## src/rtl/wb_arb_rr2.sv

```systemverilog
// Two-master round-robin Wishbone arbiter in front of one shared slave.
// Combinational request/response routing, with a slave-response timeout that aborts a stalled cycle.
module wb_arb_rr2 #(
  parameter int unsigned C_TIMEOUT = 255
) (
  input  logic        wb_clk_i,
  input  logic        wb_rst_n_i,
  input  logic        m0_cyc_i,
  input  logic        m0_stb_i,
  input  logic        m0_we_i,
  input  logic [3:0]  m0_sel_i,
  input  logic [31:0] m0_adr_i,
  input  logic [31:0] m0_dat_i,
  output logic [31:0] m0_dat_o,
  output logic        m0_ack_o,
  output logic        m0_err_o,
  input  logic        m1_cyc_i,
  input  logic        m1_stb_i,
  input  logic        m1_we_i,
  input  logic [3:0]  m1_sel_i,
  input  logic [31:0] m1_adr_i,
  input  logic [31:0] m1_dat_i,
  output logic [31:0] m1_dat_o,
  output logic        m1_ack_o,
  output logic        m1_err_o,
  output logic        s_cyc_o,
  output logic        s_stb_o,
  output logic        s_we_o,
  output logic [3:0]  s_sel_o,
  output logic [31:0] s_adr_o,
  output logic [31:0] s_dat_o,
  input  logic [31:0] s_dat_i,
  input  logic        s_ack_i,
  input  logic        s_err_i,
  output logic [1:0]  grant_o
);

  typedef enum logic [1:0] {IDLE, GRANT, ABORT} state_t;

  localparam logic [7:0] TIMEOUT_VAL = 8'(C_TIMEOUT);

  state_t      state_q, state_d;
  logic        owner_q, owner_d;
  logic        last_q, last_d;
  logic [7:0]  cnt_q, cnt_d;

  logic        own_cyc, own_stb, own_we;
  logic [3:0]  own_sel;
  logic [31:0] own_adr, own_dat;

  // owner_q: 0 selects m0, 1 selects m1
  assign own_cyc = owner_q ? m1_cyc_i : m0_cyc_i;
  assign own_stb = owner_q ? m1_stb_i : m0_stb_i;
  assign own_we  = owner_q ? m1_we_i  : m0_we_i;
  assign own_sel = owner_q ? m1_sel_i : m0_sel_i;
  assign own_adr = owner_q ? m1_adr_i : m0_adr_i;
  assign own_dat = owner_q ? m1_dat_i : m0_dat_i;

  always_ff @(posedge wb_clk_i or negedge wb_rst_n_i) begin
    if (!wb_rst_n_i) begin
      state_q <= IDLE;
      owner_q <= 1'b0;
      last_q  <= 1'b1;
      cnt_q   <= 8'd0;
    end else begin
      state_q <= state_d;
      owner_q <= owner_d;
      last_q  <= last_d;
      cnt_q   <= cnt_d;
    end
  end

  always_comb begin
    state_d = state_q;
    owner_d = owner_q;
    last_d  = last_q;
    cnt_d   = cnt_q;
    case (state_q)
      IDLE: begin
        cnt_d = 8'd0;
        if (m0_cyc_i || m1_cyc_i) begin
          owner_d = (m0_cyc_i && m1_cyc_i) ? ~last_q : m1_cyc_i;
          state_d = GRANT;
        end
      end
      GRANT: begin
        if (!own_cyc) begin
          state_d = IDLE;
          last_d  = owner_q;
          cnt_d   = 8'd0;
        end else if (s_ack_i || s_err_i) begin
          // a slave response always beats a coincident timeout
          cnt_d = 8'd0;
        end else if (own_stb) begin
          cnt_d = cnt_q + 8'd1;
          if (cnt_d == TIMEOUT_VAL) state_d = ABORT;
        end
      end
      ABORT: begin
        state_d = IDLE;
        last_d  = owner_q;
        cnt_d   = 8'd0;
      end
      default: state_d = IDLE;
    endcase
  end

  always_comb begin
    s_cyc_o  = 1'b0;
    s_stb_o  = 1'b0;
    s_we_o   = 1'b0;
    s_sel_o  = 4'd0;
    s_adr_o  = 32'd0;
    s_dat_o  = 32'd0;
    m0_dat_o = 32'd0;
    m0_ack_o = 1'b0;
    m0_err_o = 1'b0;
    m1_dat_o = 32'd0;
    m1_ack_o = 1'b0;
    m1_err_o = 1'b0;
    grant_o  = 2'b00;
    case (state_q)
      GRANT: begin
        grant_o = owner_q ? 2'b10 : 2'b01;
        s_cyc_o = own_cyc;
        s_stb_o = own_stb;
        s_we_o  = own_we;
        s_sel_o = own_sel;
        s_adr_o = own_adr;
        s_dat_o = own_dat;
        // responses arriving after the owner dropped cyc are swallowed
        if (owner_q) begin
          m1_dat_o = s_dat_i;
          m1_ack_o = s_ack_i & own_cyc;
          m1_err_o = s_err_i & own_cyc;
        end else begin
          m0_dat_o = s_dat_i;
          m0_ack_o = s_ack_i & own_cyc;
          m0_err_o = s_err_i & own_cyc;
        end
      end
      ABORT: begin
        grant_o  = owner_q ? 2'b10 : 2'b01;
        m0_err_o = ~owner_q;
        m1_err_o = owner_q;
      end
      default: ;
    endcase
  end

endmodule

```

## config.mk

```make
export PLATFORM = sky130hd
export DESIGN_NAME = wb_arb_rr2
export DESIGN_NICKNAME = d
export VERILOG_FILES = /design/src/rtl/wb_arb_rr2.sv
export SDC_FILE = /design/constraint.sdc
export NUM_CORES = 1
export LEC_CHECK = 0
export ABC_AREA = 1
export ABC_CLOCK_PERIOD_IN_PS = 1900
export BUFFER_PORTS_ARGS = -buffer_cell sky130_fd_sc_hd__buf_2
export CORE_AREA = 2 2 124 126
export CTS_BUF_LIST = sky130_fd_sc_hd__clkbuf_8
export DETAILED_ROUTE_END_ITERATION = 8
export DIE_AREA = 0 0 126 128
export PLACE_DENSITY_LB_ADDON = 0.12
export SETUP_SLACK_MARGIN = 0.05
export SLEW_MARGIN = 20
export SYNTH_ARGS = -nofsm -noshare
export SYNTH_HDL_FRONTEND = slang
export SYNTH_SLANG_ARGS = --single-unit
```

## constraint.sdc

```tcl
create_clock -name wb_clk_i -period 1.9 [get_ports wb_clk_i]
set_clock_uncertainty 0.05 [all_clocks]
set_input_delay 0.285 -clock wb_clk_i [delete_from_list [all_inputs] [get_ports wb_clk_i]]
set_output_delay 0.285 -clock wb_clk_i [all_outputs]
set_load 0.03 [all_outputs]
```

==> results_dict.tcl, run 1 <==
set metrics [dict create \
    outcome "finished, violations left" \
    violations "negative setup slack" \
    grt_pass1_wl_um 20000 \
    root_buffer "clkbuf_8" \
    clock-sinks 12 \
    syn-cell-area_um2 2210 \
    hold_viol_final 0 \
    finalCriticalPeriod_ns 1.91 \
    antenna_found_initial 1 \
    layout-drive-gt1-share_pct 49.7 \
    slew_violations 0 \
    clk_pin_slew_ns 0.06 \
    synth_nets 642 \
    clock_latency_ns 0.25 \
    critPathRequiredTime_ns 1.56 \
    drt.antenna.violating_nets 0 \
    synth_common_cells "175 x nand2_1, 75 x nor2_1, 71 x a21oi_1" \
    fin_nets 956 \
    wl_per_cell_um 15.5 \
    synth.yosys.warnings 0 \
    synth_edf_count 0 \
    min_path_type "input port to flip-flop" \
    grt_max_degree 74 \
    p_total_mw 7.69 \
    cp-end-kind "primary output" \
    swShare_pct 61.7 \
    drt-total-wl_um 14800 \
    post-route-period-util_pct 100 \
    cp_max_fo 16 \
    cts_buffers 3 \
    drc_errors 0 \
    rows 45 \
    clock_power_share_pct 3.8 \
    worstSetupPathType "flip-flop to primary output" \
    ir_worst_vdd_v 0.000674 \
    synth_area_leader_cell "nand2_1" \
    clock_path_buffers 2 \
    synth_cells 458 \
    hpwl_um 11100 \
    start_util_pct 14.9 \
    maxSlewHeadroom_pct 71.2 \
    fp.dieW_um 126 \
    synth_cell_types 21 \
    track_usage_pct 15.5 \
    synth.most_common_cell "nand2_1" \
    critical_path_arrival_ns 1.57 \
    synth-seq-cells 12 \
    setup_tns_ns -0.00800 \
    seqPwrFrac_pct 4.5 \
    switching_power_mw 4.75 \
    rsz0062_at_grt "true" \
    max_freq_mhz 525 \
    die_area_um2 16100 \
    cts.htree.levels 1 \
    worst_slack_ns -0.00608 \
    vias_per_cell 4.30 \
    gp_congestion 0.846 \
    powerDensity_nw_per_um2 1610 \
    io_pins 319 \
    area_growth_pct 115 \
    synth.top_cells.by_area "nand2_1 30%, a21oi_1 16%, nor2_1 13%" \
    synth_top_cell_area_share_pct 29.7 \
    drt_iter0_markers 151 \
    async_flop_share_pct 100 \
    n_fill_cell 1723 \
    syn_area_per_cell_um2 4.83 \
    dr.pass1.iters 4 \
    n_antenna_cell 0 \
    core_area_um2 14900 \
    start_kind "flip-flop" \
    cts_tree "yes" \
    io_buffers 318 \
    power_frac_comb_pct 91.6 \
    setup_violations 2 \
    drv_cap 0 \
    dieHeight_um 128 \
    p_leak_nw 2.78 \
    num_vias 4123 \
    synth-main-ff-cell "dfrtp_1" \
    p_int_mw 2.94 \
    seq_area_frac_synth_pct 13.6 \
    grt.overflow.total 0 \
    tightest_slew_ns 0.432 \
    grt_pass1_vias 3698 \
]
-- layout make-up --
class | count | area (um2) | area share, %
Tap cell | 188 | 235 | 4.93
Multi-Input combinational cell | 361 | 1700 | 35.7
Sequential cell | 12 | 304 | 6.38
Clock buffer | 4 | 55.1 | 1.15
Inverter | 56 | 218 | 4.57
Timing Repair Buffer | 338 | 2250 | 47.3
-- layout by cell type (no fill, tap or decap), drive strengths merged --
cell type    count
nand2          178
nand3           14
nand4            3
dfrtp           11
clkbuf           9
buf            331
a21oi           71
a31oi            1
o22ai            4
clkinv           1
bufbuf           1
ha               6
a21boi           1
nor3             1
dfstp            1
o21ai            7
dlygate4sd3      1
inv             55
nor2            75
-- sequential cells by signal, summed over array words and instances (netlist names) --
signal / count
owner_q: 1
last_q: 1
cnt_q: 8
state_q: 2
-- per-stage QoR --
step / cells / area (um2) / hold WS (ns) / utilization (%) / setup WS, ns
global route: 959 / 4770 / 0.318 / 32.1 / -0.0794
floorplan: 458 / 2220 / -0.0606 / - / 0.0467
CTS: 954 / 4380 / 0.267 / 29.5 / -0.0101
detailed placement: 944 / 4060 / 0.145 / 27.3 / 0.0381
finish: 959 / 4770 / 0.266 / 32.1 / -0.00608
global placement: 944 / 4060 / 0.143 / 27.3 / 0.102
-- layer usage --
layer  vias up  track usage, %  share of wire [%]
met5         -               0              0.088
met4         2            2.59               0.64
met3        11            3.92                9.0
met2       211            28.2                 52
met1      1864            18.7                 38
li1       2035               -                  -
-- kinds of logic (layout without fill, tap and decap cells) --
family,Yosys count,after routing,share of synthesized area [%]
simple gates,271,271,47.7
fa+ha+maj,6,6,3.39
buf+inv,85,398,15.2
compound gates,84,84,20.1
flops,12,12,13.6
-- critical path: stages (launching register included) --
cell and delay, ns:
dfrtp_1 0.39, inv_2 0.08, ha_4 0.16, inv_4 0.11, clkbuf_16 0.21, a21oi_1 0.16, buf_4 0.19
-- power groups by stage --
stage / Clock (mW) / Sequential [mW] / Combinational, mW
final: 0.294 / 0.350 / 7.05
after global routing: 0.324 / 0.352 / 7.51
after CTS: 0.298 / 0.349 / 6.42
after detailed placement: 0 / 0.341 / 5.86
after global placement: 0 / 0.341 / 5.86
after floorplan: 0 / 0.329 / 3.92
-- final timing paths --
kind | cells past startpoint | to | start | slack, ns
worst max-delay path | 6 | s_adr_o[4] | state_q[1] | -0.006
worst min-delay path | 3 | owner_q | m1_cyc_i | 0.27
worst max register to register | 9 | cnt_q[1] | state_q[1] | 0.14
worst min register to register | 2 | last_q | last_q | 0.44
max in group asynchronous | 2 | last_q | wb_rst_n_i | 1.11
min in group asynchronous | 2 | cnt_q[2] | wb_rst_n_i | 0.41
-- timing repair --
item | 4_1_cts | 5_1_grt
cloned | 2 | 3
pin swaps | 2 | 6
resized for setup | 56 | 210
setup buffers | 3 | 3
endpoints found under the hold margin | 11 | 0
setup endpoints to repair | 139 | 150
hold buffers | 1 | 0
Note: power is estimated with default switching activity, not from simulation.
==> inputs of run 2 (changes only) <==
--- a/config.mk
+++ b/config.mk
@@ -6,12 +6,12 @@
 export NUM_CORES = 1
 export LEC_CHECK = 0
 export ABC_AREA = 1
-export ABC_CLOCK_PERIOD_IN_PS = 1900
+export ABC_CLOCK_PERIOD_IN_PS = 1600
 export BUFFER_PORTS_ARGS = -buffer_cell sky130_fd_sc_hd__buf_2
-export CORE_AREA = 2 2 124 126
+export CORE_AREA = 2 2 123 125
 export CTS_BUF_LIST = sky130_fd_sc_hd__clkbuf_8
 export DETAILED_ROUTE_END_ITERATION = 8
-export DIE_AREA = 0 0 126 128
+export DIE_AREA = 0 0 125 127
 export PLACE_DENSITY_LB_ADDON = 0.12
 export SETUP_SLACK_MARGIN = 0.05
 export SLEW_MARGIN = 20
==> constraint.sdc (replaced) <==
create_clock -name wb_clk_i -period 1.6 [get_ports wb_clk_i]
set_clock_uncertainty 0.05 [all_clocks]
set_input_delay 0.24 -clock wb_clk_i [delete_from_list [all_inputs] [get_ports wb_clk_i]]
set_output_delay 0.24 -clock wb_clk_i [all_outputs]
set_load 0.03 [all_outputs]
==> results_dict.tcl, run 2 (same netlist as run 1, synthesis figures left out) <==
set metrics [dict create \
    outcome "finished, violations left" \
    fp.dieW_um 125 \
    top_register "cnt_q" \
    rows 44 \
    layout-drive-gt1-share_pct 69.2 \
    slew_violations 0 \
    wl_per_cell_um 17.2 \
    cp_max_fo 3 \
    core_area_um2 14400 \
    dieHeight_um 127 \
    vias_per_cell 4.37 \
    drc_errors 0 \
    p_leak_nw 3.32 \
    io_pins 319 \
    gp_congestion 0.922 \
    hpwl_um 12500 \
    largest_reg_flops 8 \
    dr.pass1.iters 4 \
    post-route-period-util_pct 116 \
    track_usage_pct 19.3 \
    powerDensity_nw_per_um2 1940 \
    setup_violations 151 \
    finalCriticalPeriod_ns 1.85 \
    start_kind "flip-flop" \
    drt_iter0_markers 153 \
    gr-usage-met1_pct 22.1 \
    clock_path_buffers 2 \
    maxSlewHeadroom_pct 79.4 \
    cp-end-kind "primary output" \
    violations "negative setup slack" \
    largestRegisters "cnt_q x8, state_q x2" \
    start_util_pct 15.3 \
    max_freq_mhz 541 \
    startpoint "state_q[1]" \
    r2r-start "owner_q" \
    antenna_found_initial 1 \
    grt.overflow.total 0 \
    final_common_cell "buf_2" \
    tightest_slew_ns 0.309 \
    cts.htree.levels 1 \
    io_buffers 318 \
    grt_pass1_wl_um 24500 \
    p_total_mw 12.6 \
    area_growth_pct 193 \
    critPathRequiredTime_ns 1.31 \
    hold_start "m1_cyc_i" \
    cts_tree "yes" \
    rsz0062_at_grt "true" \
    clk_pin_slew_ns 0.06 \
    drv_cap 0 \
    most-common-layout-cells "177 x buf_2, 124 x nand2_1, 103 x buf_4, 71 x buf_6, 47 x inv_1" \
    fin_nets 994 \
    grt_max_degree 37 \
    critical_path_arrival_ns 1.56 \
    worstSetupPathType "flip-flop to primary output" \
    grtUsageMet3_pct 7.75 \
    grt_pass1_vias 4416 \
    min_path_type "input port to flip-flop" \
    pre_cts_slack_ns -0.177 \
    hold_viol_final 0 \
    drt.antenna.violating_nets 0 \
    die_area_um2 15900 \
    drt-total-wl_um 17100 \
    clock_latency_ns 0.24 \
    cts_buffers 3 \
    root_buffer "clkbuf_8" \
    grt_util_met2_pct 34.1 \
    num_vias 4356 \
    ir_worst_vdd_v 0.00107 \
    grt.busiest_layer "met2" \
    clock-sinks 12 \
    worst_slack_ns -0.250 \
    reg2reg_slack_ns -0.13 \
]
==> run 2: metrics by stage <==
step	area, um2	util [%]	TNS (ns)	std cells	hold WS (ns)
floorplan	2590	-	-7.52	458	-0.106
global placement	4610	32.0	-1.03	961	0.102
detailed placement	4610	32.0	-1.98	961	0.101
CTS	5870	40.7	-26.56	985	0.272
global route	6480	44.9	-38.44	993	0.278
finish	6480	45.0	-27.00	996	0.248
==> run 2: power by group <==
part | switching, mW | total [mW] | leakage, nW | internal, mW
registers | 0.0648 | 0.422 | 0.159 | 0.357
clock network | 0.128 | 0.346 | 0.0288 | 0.218
logic | 6.99 | 11.8 | 3.13 | 4.81
==> run 2: final timing paths <==
kind	cells after the start	end
worst max-delay path	7	m0_err_o
worst min-delay path	3	owner_q
worst max register to register	10	cnt_q[0]
worst min register to register	2	last_q
max in group asynchronous	2	last_q
min in group asynchronous	2	cnt_q[3]
==> run 2: cell type report <==
type / count / area (um2)
fill: 1422 / 7940
timing repair buffer: 376 / 3000
multi-input combinational: 361 / 2670
sequential: 12 / 303
tap: 184 / 230
inverter: 56 / 228
clock buffer: 4 / 55.1
antenna: 3 / 7.51
==> run 2: critical path: stages (launching register included) <==
cell	delay [ns]
dfrtp_1	0.36
inv_2	0.06
buf_4	0.13
buf_6	0.11
ha_4	0.29
inv_4	0.05
nor3_4	0.16
buf_6	0.15
==> run 2: repair_timing <==
item | in CTS | in global routing
hold buffers | 1 | 0
endpoints found under the hold margin | 11 | 0
setup endpoints to repair | 149 | 152
pin swaps | 15 | 39
gates cloned | 7 | 4
resized for setup | 290 | 138
setup buffers | 12 | 8
==> run 2: routing by layer <==
layer  routed length [um]  up-vias
li1                     -     2133
met1                 6510     1983
met2                 8480      219
met3                 1760       21
met4                  324        0
met5                    0        -
==> inputs of run 3 (changes only) <==
--- a/config.mk
+++ b/config.mk
@@ -13,6 +13,7 @@
 export DETAILED_ROUTE_END_ITERATION = 8
 export DIE_AREA = 0 0 125 127
 export PLACE_DENSITY_LB_ADDON = 0.12
+export RECOVER_POWER = 50
 export SETUP_SLACK_MARGIN = 0.05
 export SLEW_MARGIN = 20
 export SYNTH_ARGS = -nofsm -noshare
==> results_dict.tcl, run 3 (same netlist as run 1, synthesis figures left out) <==
set metrics [dict create \
    outcome "finished, violations left" \
    violations "negative setup slack" \
    drc_errors 0 \
    antenna_found_initial 1 \
    r2r_cells 10 \
    setup_violations 151 \
    io_buffers 318 \
    vias_per_cell 4.39 \
    critPathRequiredTime_ns 1.31 \
    maxSlewHeadroom_pct 50.6 \
    clock_latency_ns 0.24 \
    worstPathCellList "inv_2 -> buf_4 -> buf_6 -> ha_4 -> inv_4 -> nor3_4 -> buf_6" \
    tightest_slew_ns 0.741 \
    clk_pin_slew_ns 0.06 \
    track_usage_pct 19.3 \
    max_freq_mhz 541 \
    holdPathStages 3 \
    area_growth_pct 193 \
    dr.pass1.iters 6 \
    grt_pass1_wl_um 24500 \
    dieHeight_um 127 \
    io_pins 319 \
    cp_num_buf_inv 5 \
    worst_slack_ns -0.250 \
    cp_slowest_cell "dfrtp_1" \
    max_stage_delay_ns 0.36 \
    most-common-layout-cells "176 x buf_2, 124 x nand2_1, 103 x buf_4, 71 x buf_6, 47 x inv_1" \
    cts_buffers 3 \
    cp-end-kind "primary output" \
    hold_viol_final 0 \
    min_path_type "input port to flip-flop" \
    wl_per_cell_um 17.2 \
    finalCriticalPeriod_ns 1.85 \
    powerDensity_nw_per_um2 1940 \
    clock_path_buffers 2 \
    start_util_pct 15.3 \
    ir_worst_vdd_v 0.00107 \
    gp_congestion 0.922 \
    hpwl_um 12500 \
    grt_pass1_vias 4416 \
    post-route-period-util_pct 116 \
    slew_violations 0 \
    drt-total-wl_um 17100 \
    p_leak_nw 3.31 \
    setup_tns_ns -27.00 \
    cts_tree "yes" \
    cp_top_family "buffers and inverters" \
    grt.overflow.total 0 \
    pre_cts_slack_ns -0.177 \
    root_buffer "clkbuf_8" \
    drt_iter0_markers 153 \
    die_area_um2 15900 \
    layout-drive-gt1-share_pct 69.1 \
    drt.antenna.violating_nets 0 \
    cp_max_fo 3 \
    rows 44 \
    rsz0062_at_grt "true" \
    fp.dieW_um 125 \
    top_register "cnt_q" \
    core_area_um2 14400 \
    worstSetupPathType "flip-flop to primary output" \
    largestRegisters "cnt_q x8, state_q x2" \
    clock-sinks 12 \
    start_kind "flip-flop" \
    cp.depth 7 \
    crit_top_cell "buf_6" \
    grt_max_degree 37 \
    critical_path_arrival_ns 1.56 \
    fin_nets 994 \
    cts.htree.levels 1 \
    finish.utilization_pct 45.0 \
    largest_reg_flops 8 \
    num_vias 4374 \
    final_common_cell "buf_2" \
    drv_cap 0 \
]
[run 3: worst paths after layout]
path	startpoint	end	slack, ns
min in group asynchronous	wb_rst_n_i	cnt_q[4]	0.52
worst max register to register	owner_q	cnt_q[0]	-0.13
worst max-delay path	state_q[1]	m0_err_o	-0.25
max in group asynchronous	wb_rst_n_i	owner_q	0.46
worst min register to register	last_q	last_q	0.44
worst min-delay path	m1_cyc_i	owner_q	0.25
[run 3: report_power, final]
part	internal, mW	leakage [nW]	switching (mW)
combinational	4.81	3.13	6.99
clock	0.218	0.0288	0.126
sequential	0.357	0.159	0.0648
total	5.39	3.31	7.18
[run 3: worst register-to-register path: stages (launching register included)]
cell	delay, ns
dfrtp_2	0.46
clkinv_4	0.13
buf_6	0.14
buf_8	0.13
nand2_2	0.06
nand2_2	0.06
buf_6	0.13
a31oi_4	0.18
buf_12	0.16
nand2_8	0.08
o21ai_2	0.11
[run 3: through the flow]
step           hold WS [ns]  total power [mW]  cell area (um2)  std cells
5_1_grt               0.278              13.2             6480        993
6_report              0.248              12.6             6480        996
3_3_place_gp          0.102              8.29             4610        961
2_1_floorplan        -0.106              5.63             2590        458
4_1_cts               0.272              11.4             5870        985
3_5_place_dp          0.101              8.30             4610        961
[run 3: area by class of cell]
| cell class | instances | area, um2 |
|---|---|---|
| Fill cell | 1423 | 7940 |
| Timing Repair Buffer | 376 | 3000 |
| Multi-Input combinational cell | 361 | 2670 |
| Sequential cell | 12 | 303 |
| Tap cell | 184 | 230 |
| Inverter | 56 | 228 |
| Clock buffer | 4 | 55.1 |
| Antenna cell | 3 | 7.51 |
[run 3: routing by layer]
metal	wire [um]	vias up	track usage [%]
li1	-	2130	-
met4	324	0	4.18
met3	1780	21	7.75
met1	6500	1997	22.1
met2	8500	226	34.1
met5	0	-	0
[run 3: timing repair]
item,CTS,global route
setup endpoints to repair,149,152
hold buffers,1,0
pin swaps,15,39
hold endpoints to repair,11,0
resized for setup,290,138
buffers inserted,12,8
cloned,7,4
